[config.mk]
export PLATFORM = sky130hd
export DESIGN_NAME = lsu
export DESIGN_NICKNAME = d
export VERILOG_FILES = /design/src/rtl/lsu.sv
export SDC_FILE = /design/constraint.sdc
export NUM_CORES = 1
export LEC_CHECK = 0
export CORE_MARGIN = 1
export CORE_UTILIZATION = 45
export CTS_CLUSTER_SIZE = 28
export DETAILED_ROUTE_END_ITERATION = 6
export PLACE_DENSITY = 0.77
export REMOVE_ABC_BUFFERS = 1
export SLEW_MARGIN = 0
export SYNTH_ARGS = -nofsm -noshare
export SYNTH_HDL_FRONTEND = slang
export SYNTH_SLANG_ARGS = --single-unit
export TNS_END_PERCENT = 20
[constraint.sdc]
create_clock -name clk -period 4.9 [get_ports clk]
set_input_delay 0.49 -clock clk [delete_from_list [all_inputs] [get_ports clk]]
set_output_delay 0.49 -clock clk [all_outputs]
set_load 0.02 [all_outputs]
[src/rtl/lsu.sv]
// Load/store unit: one word-aligned memory transaction (or a pass-through
// value) per operation, handed to writeback aligned and extended.
module lsu #(
    parameter int WIDTH = 32
) (
    input  logic             clk,
    input  logic             rst,
    input  logic             in_valid,
    output logic             in_ready,
    input  logic             in_is_load,
    input  logic             in_is_store,
    input  logic [2:0]       in_funct3,
    input  logic [WIDTH-1:0] in_addr,
    input  logic [WIDTH-1:0] in_wdata,
    input  logic [4:0]       in_rd,
    output logic             mem_req_valid,
    input  logic             mem_req_ready,
    output logic [WIDTH-1:0] mem_req_addr,
    output logic             mem_req_wen,
    output logic [WIDTH-1:0] mem_req_wdata,
    output logic [3:0]       mem_req_wmask,
    input  logic             mem_rsp_valid,
    input  logic [WIDTH-1:0] mem_rsp_rdata,
    output logic             out_valid,
    input  logic             out_ready,
    output logic [WIDTH-1:0] out_data,
    output logic [4:0]       out_rd,
    output logic             out_wen,
    output logic             out_fault
);

    typedef enum logic [1:0] {IDLE, REQ, WAIT, DONE} state_t;

    state_t     state;
    state_t     state_next;
    logic       is_load_q;
    logic [2:0] funct3_q;
    logic [1:0] offset_q;

    // Decode of the incoming operation (only meaningful while in IDLE).
    logic       mem_op;
    logic       both_ops;
    logic       funct3_legal;
    logic       misaligned;
    logic       fault;
    logic       go_bus;
    logic       accept;

    assign in_ready = (state == IDLE);
    assign accept   = in_ready && in_valid;
    assign mem_op   = in_is_load ^ in_is_store;
    assign both_ops = in_is_load & in_is_store;

    assign funct3_legal = in_is_load
        ? (in_funct3 inside {3'b000, 3'b001, 3'b010, 3'b100, 3'b101})
        : (in_funct3 inside {3'b000, 3'b001, 3'b010});

    assign misaligned = ((in_funct3[1:0] == 2'b01) && in_addr[0]) ||
                        ((in_funct3[1:0] == 2'b10) && (in_addr[1:0] != 2'b00));

    assign fault  = both_ops || (mem_op && (!funct3_legal || misaligned));
    assign go_bus = mem_op && !fault;

    logic [3:0]       store_mask;
    logic [WIDTH-1:0] store_data;
    logic [7:0]       load_byte;
    logic [15:0]      load_half;
    logic [WIDTH-1:0] load_data;

    // Store lane placement: replicate data, enable only the addressed bytes.
    // NOTE: every always_comb output gets a default first so no latch is inferred.
    always_comb begin
        store_mask = 4'b1111;
        store_data = in_wdata;
        case (in_funct3[1:0])
            2'b00: begin
                store_mask = 4'b0001 << in_addr[1:0];
                store_data = {4{in_wdata[7:0]}};
            end
            2'b01: begin
                store_mask = 4'b0011 << in_addr[1:0];
                store_data = {2{in_wdata[15:0]}};
            end
            default: ;
        endcase
    end

    // Load lane extraction and sign/zero extension of the response word.
    always_comb begin
        load_byte = mem_rsp_rdata[{offset_q, 3'b000} +: 8];
        load_half = mem_rsp_rdata[{offset_q[1], 4'b0000} +: 16];
        load_data = mem_rsp_rdata;
        case (funct3_q)
            3'b000:  load_data = {{(WIDTH-8){load_byte[7]}}, load_byte};
            3'b001:  load_data = {{(WIDTH-16){load_half[15]}}, load_half};
            3'b100:  load_data = {{(WIDTH-8){1'b0}}, load_byte};
            3'b101:  load_data = {{(WIDTH-16){1'b0}}, load_half};
            default: load_data = mem_rsp_rdata;
        endcase
    end

    // FSM state register.
    // NOTE: sequential state uses non-blocking assignments so all flops update together.
    always_ff @(posedge clk or posedge rst) begin
        if (rst) state <= IDLE;
        else     state <= state_next;
    end

    // Next-state logic: one operation in flight, no overlap.
    always_comb begin
        state_next = state;
        case (state)
            IDLE: if (in_valid)      state_next = go_bus ? REQ : DONE;
            REQ:  if (mem_req_ready) state_next = WAIT;
            WAIT: if (mem_rsp_valid) state_next = DONE;
            DONE: if (out_ready)     state_next = IDLE;
            default:                 state_next = IDLE;
        endcase
    end

    // Registered bus request, writeback result and captured operation fields.
    always_ff @(posedge clk or posedge rst) begin
        if (rst) begin
            is_load_q     <= 1'b0;
            funct3_q      <= '0;
            offset_q      <= '0;
            mem_req_valid <= 1'b0;
            mem_req_addr  <= '0;
            mem_req_wen   <= 1'b0;
            mem_req_wdata <= '0;
            mem_req_wmask <= '0;
            out_valid     <= 1'b0;
            out_data      <= '0;
            out_rd        <= '0;
            out_wen       <= 1'b0;
            out_fault     <= 1'b0;
        end else begin
            case (state)
                IDLE: if (accept) begin
                    is_load_q <= in_is_load;
                    funct3_q  <= in_funct3;
                    offset_q  <= in_addr[1:0];
                    out_rd    <= in_rd;
                    if (go_bus) begin
                        mem_req_valid <= 1'b1;
                        mem_req_addr  <= {in_addr[WIDTH-1:2], 2'b00};
                        mem_req_wen   <= in_is_store;
                        mem_req_wmask <= in_is_store ? store_mask : 4'b0000;
                        mem_req_wdata <= in_is_store ? store_data : '0;
                    end else begin
                        // Pass-through or fault: the value goes straight to writeback.
                        out_valid <= 1'b1;
                        out_data  <= in_addr;
                        out_wen   <= !fault && (in_rd != 5'd0);
                        out_fault <= fault;
                    end
                end
                REQ: if (mem_req_ready) mem_req_valid <= 1'b0;
                WAIT: if (mem_rsp_valid) begin
                    out_valid <= 1'b1;
                    out_data  <= is_load_q ? load_data : '0;
                    out_wen   <= is_load_q && (out_rd != 5'd0);
                    out_fault <= 1'b0;
                end
                DONE: if (out_ready) out_valid <= 1'b0;
                default: ;
            endcase
        end
    end

endmodule

---- Yosys cells after proc, flatten, opt, wreduce, memory -nomap -nowiden ----
Cells that the tools add are included.
word-level totals
  bits in registers ....................... 116
  output and inout port bits .............. 111
  logic and storage cells ................. 103
cells by class
  equal/unequal tests ..................... 19
  shift-type cells ........................ 4
  mux-type cells .......................... 34
  bitwise operators ....................... 2
  reduce and logical (&&, ||, !) cells .... 30
operators by type and width
  cell                                                              count
  32-bit 2-to-1 mux                                                 5
  32-bit case mux with 2 select lines                               2
  32-bit case mux with 4 select lines                               1
  32-bit by 6-bit indexed part select with 16-bit output            1
  32-bit by 6-bit indexed part select with 8-bit output             1
  5-bit nonzero test                                                3
  1-bit 2-to-1 mux                                                  14
  3-bit == test (second input constant)                             4
  4-bit AND reduction                                               3
  2-bit 2-to-1 mux                                                  5
  2-bit inequality test (second input constant)                     5
  2-bit case mux with 4 select lines                                1
  4-bit case mux with 2 select lines                                1
  1-bit logical AND                                                 7
  2-bit == test (second input constant)                             3
  3-bit by 1-bit == test with 1-bit output (second input constant)  2
  3-bit logical NOT                                                 2
  1-bit case mux with 2 select lines                                3
  2-bit nonzero test                                                3
  3-bit nonzero test                                                2
  5-bit AND reduction                                               1
  2-bit by 1-bit == test with 1-bit output (second input constant)  2
  2-bit logical NOT                                                 2
  4-bit 2-to-1 mux                                                  1
  11 further kinds                                                  15

---- Depth between registers and ports, before layout ----
Gate-level depths: netlist of the first run.
  word-level depth ........................ 12
  depth in mapped cells ................... 9
  mapped depth without buffers ............ 7

---- Worst setup path before layout of the first run ----
Ideal clock, no wire load.
  path kind ............................... register to register
  start ................................... register state[0]
  end ..................................... register mem_req_wdata[24]
  arrival time ............................ 1.974 ns
  required time ........................... 4.764 ns
  path slack .............................. 2.790 ns
  stages on the path, launching flop included .. 10
  path buffers ............................ 3
  clock period less this slack ............ 2.110 ns
  cells stage by stage .................... dfrtp_1 -> inv_1 -> ha_1 -> clkbuf_1 -> nand2_1 -> or3_1 -> buf_2 -> clkbuf_1 -> nand2_1 -> o21ai_0
on the way
  cells in the longest elaborated chain, start to end .. 3
RTL lines
  item                                    RTL line  text
  start, declared                         34        state_t state;
  start signal, assigned                  106       else state <= state_next;
  2-bit logical NOT *                     49        assign in_ready = (state == IDLE);
  via in_ready                            9         output logic in_ready,
  1-bit logical AND                       50        assign accept = in_ready && in_valid;
  3-bit AND reduction (no source line) *  -
  end signal, assigned                    149       mem_req_wdata <= in_is_store ? store_data : '0;
  end, declared                           20        output logic [WIDTH-1:0] mem_req_wdata,
The timed path passes the listed nets; every way through them passes the cells marked *.
A chain may end at the register's enable or synchronous reset.

---- Worst setup path after layout of the first run ----
  start ................................... register state[0]
  end ..................................... register mem_req_wdata[31]
on the way
  cells in the longest elaborated chain, start to end .. 3
RTL lines
  item                                    RTL line
  2-bit logical NOT *                     49, 138
  1-bit logical AND                       50
  3-bit AND reduction (no source line) *  -
Every way passes the cells marked *; elsewhere a longest branch is shown, timed or not.

==> results of run 1 <==
-- worst register-to-register path, delay by kind of cell, from the launching register on --
kind                       cells  cell delay (ns)
buffers and inverters          2             0.54
and+or+nand+nor                3             1.50
AOI/OAI and AO/OA              1             0.10
DFF                            1             0.40
adders and majority gates      1             0.37
-- flip-flops by register name, indices dropped and copies added (netlist names), 2 cells and up --
| name | flops |
|---|---|
| funct3_q | 3 |
| mem_req_addr | 30 |
| mem_req_wdata | 32 |
| mem_req_wmask | 4 |
| offset_q | 2 |
| out_data | 32 |
| out_rd | 5 |
| state | 2 |
-- cell families after synthesis --
| logic type | Yosys count |
|---|---|
| AO/OA/AOI/OAI | 107 |
| multiplexers | 80 |
| other | 1 |
| flip-flops | 116 |
| buffers and inverters | 60 |
| AND/OR/NAND/NOR | 238 |
| adder cells (fa/ha/maj) | 5 |
-- power by group through the flow --
stage | Clock, mW | Combinational (mW) | Sequential, mW
2_1_floorplan | 0 | 1.13 | 2.07
3_3_place_gp | 0 | 2.69 | 1.65
3_5_place_dp | 0 | 2.77 | 1.66
4_1_cts | 1.09 | 2.79 | 1.66
5_1_grt | 1.13 | 2.96 | 1.71
6_report | 1.07 | 2.78 | 1.66
-- stage by stage --
| stage | total power [mW] | hold WS, ns | utilization |
|---|---|---|---|
| after floorplan | 3.203 | 0.5077 | - |
| after global placement | 4.341 | 0.4566 | 0.6434 |
| after detailed placement | 4.435 | 0.4592 | 0.6434 |
| after CTS | 5.529 | 0.4703 | 0.6823 |
| after global routing | 5.796 | 0.4809 | 0.6823 |
| final | 5.508 | 0.4673 | 0.6823 |
-- synthesized netlist by cell type, drive strengths merged (14+ instances only) --
cell and instances:
a221o 17, buf 23, clkbuf 18, dfrtp 116
inv 19, mux2 56, mux2i 24, nand2 177
nand3 24, nor2 14, o21ai 50, o2bb2ai 15
-- worst paths after layout --
path / to / slack (ns) / cells past startpoint
min: mem_req_wdata[0]$_DFFE_PP0P_ / 0.47 / 2
min in group asynchronous: mem_req_wdata[0]$_DFFE_PP0P_ / 0.65 / 2
max: mem_req_wdata[31]$_DFFE_PP0P_ / 1.84 / 7
min reg2reg: mem_req_wdata[0]$_DFFE_PP0P_ / 0.47 / 2
max reg2reg: mem_req_wdata[31]$_DFFE_PP0P_ / 1.84 / 7
max in group asynchronous: mem_req_wen$_DFFE_PP0P_ / 3.14 / 3
-- routing by layer --
layer,vias up,share of wire,global-route usage
met5,-,0,0
met4,0,0.031,0.1367
met3,48,0.11,0.1009
met2,298,0.47,0.4572
met1,2616,0.38,0.3253
li1,2490,-,-
-- cell type report --
class / count / area (µm²)
Tap cell: 172 / 215.2
Inverter: 19 / 73.82
Timing Repair Buffer: 227 / 2255
Sequential cell: 116 / 2903
Multi-Input combinational cell: 432 / 2739
Clock buffer: 25 / 495.5
Fill cell: 1018 / 4041
-- cell usage in the layout (no fill, tap or decap), types with 2 or more instances in the layout --
cell type and instances:
conb_1 2, clkbuf_1 4, ha_1 5, clkdlybuf4s50_1 220, dfrtp_1 116, nand2_1 176
o2bb2ai_1 15, mux2_4 14, a221o_1 17, nor2b_1 8, mux2i_1 23, a21oi_1 10
o21ai_0 49, mux2_2 42, nor2_1 14, o211ai_1 8, nor3_1 2, inv_1 17
buf_4 7, nand3_1 24, nand2b_1 5, clkbuf_16 17, clkbuf_8 4
==> results.cfg, run 1 <==
[global_route]
grt_pass1_wl_um = 28360
grt_max_degree = 78
grt_pass1_vias = 5538
antenna_found_initial = 0
track_usage = 0.2791
overflow = 0

[yosys]
synth_area_leaders = dfrtp_1 49%, nand2_1 11%, mux2_2 8.0%
yosysTopAreaCell = dfrtp_1
synth.distinct_cells = 40
synth-xor-area-share = 0
avgSynthCellArea_um2 = 9.781
synth_ff_type = dfrtp_1
ys_seq_area_frac = 0.4889
synth_adder_area_share = 0.01054
synth_edf_count = 0
synth_top_area_frac = 0.4889
synth_top_family_by_area = simple AND/OR/NAND/NOR gates
synthMuxAreaShare = 0.1576
synth-compound-area-share = 0.1224
synth_seq_cells = 116
yosys_warnings = 0
synthCells = 607
ys_async_sr_fraction = 1.000
synth_area_um2 = 5937
synth-simple-area-share = 0.1682

[place]
place_ws_ns = 1.647
gp_congestion = 0.8095
portBuffers = 220
dpl_cell_area_um2 = 8185
dp_hpwl_um = 13160
dp_cells = 966

[worst_setup_path]
crit_slowest_cell = or3_2
critPathLaunchType = flip-flop
cp-end-kind = flip-flop
critical-path-top-cell-by-count = nand2_1
cp_cell_sequence = inv_1, ha_1, nand2_1, or3_2, buf_4, nand2_1, o21ai_0
cpPeakStageDelay_ns = 0.96
arrival_ns = 3.33
worst-path-buf-inv = 2
r2r_start = state[0]$_DFFE_PP0P_
cp_max_fo = 41
crit_family = simple AND/OR/NAND/NOR gates
critical_path.startpoint = state[0]$_DFFE_PP0P_
critical_path_class = reg -> reg
crit_required_ns = 5.17

[cells_and_area]
stdcell_area_um2 = 8681
antennaDiodeCount = 0
drive_gt1_frac = 0.1148
nNetsFinal = 930
syn2layout_area_growth_pct = 46.22
fin_cells = 991

[clock_network]
cts_sinks = 116
htreeDepth = 4
cts.path.max_buffers = 2
cts_made_buffers = 17
clk_pin_slew_worst_paths_ns = 0.05
clock_latency_ns = 0.42
cts_resized = 0
cts-root-buf = clkbuf_16
post_cts_buffers = 0
hold_buffers = 0
cts_tree = built

[floorplan]
dieArea_um2 = 13660
core_area_um2 = 12720
start_util = 0.4667
placementRows = 41
ios = 223
fp.dieH_um = 116.9
chipWidth_um = 116.9

[job]
max_cap_viol_count = 0

[power]
p_comb_frac = 0.504
intPower_mw = 3.413
pwr_density_cell_nw_per_um2 = 634.4
switching_share = 0.3803
leakagePower_nw = 3.958
peakVddDrop_v = 0.0002851
clkPwrFrac = 0.195
p_sw_mw = 2.094
p_seq_frac = 0.301

[timing]
slew_violations = 0
layout_min_cycle_time_ns = 3.058
setup_violations = 0
fin_worst_skew_ns = 0.005249
setup_tns_ns = 0
slew_headroom = 0.2902
hold_viol_final = 0
rsz0062_at_grt = no
max_freq_mhz = 327.0
worst_slew_pin_slew_ns = 1.065
worst_slack_ns = 1.842
finalCritPeriodShare = 0.6242

[hold_path]
hp-start = mem_req_wdata[0]$_DFFE_PP0P_
worstHoldPathType = reg -> reg

[routing]
via_per_inst = 5.502
drt_iter0_drc = 409
drc = 0
routed_wl_um = 18510
ant_nets = 0
wl_per_cell_um = 18.68
dr.pass1.iters = 6
num_vias = 5452

[outcome]
outcome = finished clean
No activity file was read; power rests on OpenSTA's default activity.
==> run 2: changes to the inputs <==
==> constraint.sdc (replaced) <==
create_clock -name clk -period 3.04 [get_ports clk]
set_input_delay 0.304 -clock clk [delete_from_list [all_inputs] [get_ports clk]]
set_output_delay 0.304 -clock clk [all_outputs]
set_load 0.02 [all_outputs]
==> run 2 against run 1 <==
Clock power rose by 73%. Via count decreased by 0.90%. Power increased by 64%. Cell area up 1.6%. Wire length decreased by 2.1%. Global-route usage shrank 0.34 points. Clock skew rose by 0.0012 ns. Register-to-register slack lost 1.3 ns. Non-clock buffer count grew 8. Sequential share of layout area decreased by 0.51 points.
==> results.cfg, run 2 (synthesis results as in run 1) <==
[routing]
drt_iter0_drc = 329
routed_wl_um = 18120
num_vias = 5403
ant_nets = 0
wl_per_cell_um = 18.05
via_per_inst = 5.381
drc = 0
dr.pass1.iters = 5

[worst_setup_path]
cpPeakStageDelay_ns = 0.82
cp_max_fo = 34
cp-end-kind = flip-flop
arrival_ns = 2.80
crit_required_ns = 3.33
cp_cell_sequence = inv_1, ha_1, nand2b_1, o21ai_0, a21o_2, mux2_2
critical_path_class = reg -> reg
crit_slowest_cell = a21o_2
critPathLaunchType = flip-flop

[clock_network]
cts.path.max_buffers = 2
cts_resized = 0
hold_buffers = 0
clock_latency_ns = 0.42
htreeDepth = 4
cts_tree = built
cts_sinks = 116
cts-root-buf = clkbuf_16
post_cts_buffers = 0
cts_made_buffers = 17
clk_pin_slew_worst_paths_ns = 0.05

[place]
portBuffers = 220
place_ws_ns = 0.2466
dp_cells = 974
dp_hpwl_um = 13180
gp_congestion = 0.8216
dpl_cell_area_um2 = 8270

[power]
p_seq_frac = 0.294
clkPwrFrac = 0.205
intPower_mw = 5.635
total_power_mw = 9.021
leakagePower_nw = 4.036
p_sw_mw = 3.386
switching_share = 0.3753
pwr_density_cell_nw_per_um2 = 1023
peakVddDrop_v = 0.0005479
p_comb_frac = 0.500

[timing]
fin_hold_ws_ns = 0.3256
worst_slack_ns = 0.5300
fin_worst_skew_ns = 0.006480
max_freq_mhz = 398.4
slew_violations = 0
layout_min_cycle_time_ns = 2.510
rsz0062_at_grt = no
finalCritPeriodShare = 0.8256
hold_viol_final = 0
slew_headroom = 0.3132
setup_violations = 0
worst_slew_pin_slew_ns = 1.030

[floorplan]
ios = 223
chipWidth_um = 116.9
core_area_um2 = 12720
fp.dieH_um = 116.9
start_util = 0.4667
dieArea_um2 = 13660
placementRows = 41

[job]
max_cap_viol_count = 0

[global_route]
grt_pass1_wl_um = 27610
overflow = 0
grt_pass1_vias = 5334
grt_max_degree = 62
antenna_found_initial = 0
track_usage = 0.2757

[outcome]
outcome = finished clean

[cells_and_area]
final_common_cell = clkdlybuf4s50_1
antennaDiodeCount = 0
largestRegisters = mem_req_wdata x32, out_data x32, mem_req_addr x30
nNetsFinal = 938
syn2layout_area_growth_pct = 48.49
most-common-layout-cells = 220 x clkdlybuf4s50_1, 176 x nand2_1, 116 x dfrtp_1
stdcell_area_um2 = 8816
drive_gt1_frac = 0.1286
fin_cells = 1004

[hold_path]
worstHoldPathType = in -> async
[run 2: cell types whose count changed in the layout (fill, tap and decap cells not counted)]
cell       before  now
buf_4           7   13
buf_12          0    2
bufinv_16       0    1
clkinv_2        0    4
[run 2: area by class of cell]
type	count	area (µm²)
inverters	19	73.82
repair buffers	235	2340
flip-flops and latches	116	2903
clock inverters	5	50.05
well taps	172	215.2
fillers	1018	3906
multi-input cells	432	2739
clock buffers	25	495.5
[run 2: layer usage]
metal  vias to the layer above  track usage  wire length, µm
li1                       2512            -                -
met1                      2589       0.3213             7272
met2                       260       0.4477             8400
met3                        42       0.1056             1941
met4                         0       0.1342              506
met5                         -            0                0
[run 2: metrics by stage]
| step | setup TNS, ns | util |
|---|---|---|
| after CTS | 0 | 0.6930 |
| after floorplan | -117.12 | - |
| after detailed placement | 0 | 0.6501 |
| final | 0 | 0.6930 |
| after global placement | 0 | 0.6501 |
| after global routing | 0 | 0.6930 |
[run 2: worst paths after layout]
| kind | start | to | slack (ns) | cells past startpoint |
|---|---|---|---|---|
| min reg2reg | mem_req_wdata[15]$_DFFE_PP0P_ | mem_req_wdata[15]$_DFFE_PP0P_ | 0.46 | 2 |
| max | state[0]$_DFFE_PP0P_ | out_data[27]$_DFFE_PP0P_ | 0.53 | 6 |
| min in group clk | in_addr[29] | mem_req_addr[29]$_DFFE_PP0P_ | 0.46 | 3 |
| max reg2reg | state[0]$_DFFE_PP0P_ | out_data[27]$_DFFE_PP0P_ | 0.53 | 6 |
| max in group asynchronous | rst | mem_req_addr[9]$_DFFE_PP0P_ | 1.99 | 3 |
| min | rst | mem_req_addr[24]$_DFFE_PP0P_ | 0.33 | 2 |
[run 2: power by group through the flow]
stage / clock (mW) / sequential (mW) / combinational (mW)
after floorplan: 0 / 3.34 / 1.82
after global placement: 0 / 2.63 / 4.40
after detailed placement: 0 / 2.67 / 4.51
after CTS: 1.88 / 2.66 / 4.52
after global routing: 1.96 / 2.74 / 4.85
final: 1.85 / 2.66 / 4.51
[run 2: worst max-delay path: cells and delay by family (launching register included)]
kind | cells | cell delay, ns
AOI/OAI and AO/OA | 2 | 0.94
adders and majority gates | 1 | 0.36
buffers and inverters | 1 | 0.11
DFF | 1 | 0.40
muxes | 1 | 0.43
and+or+nand+nor | 1 | 0.14
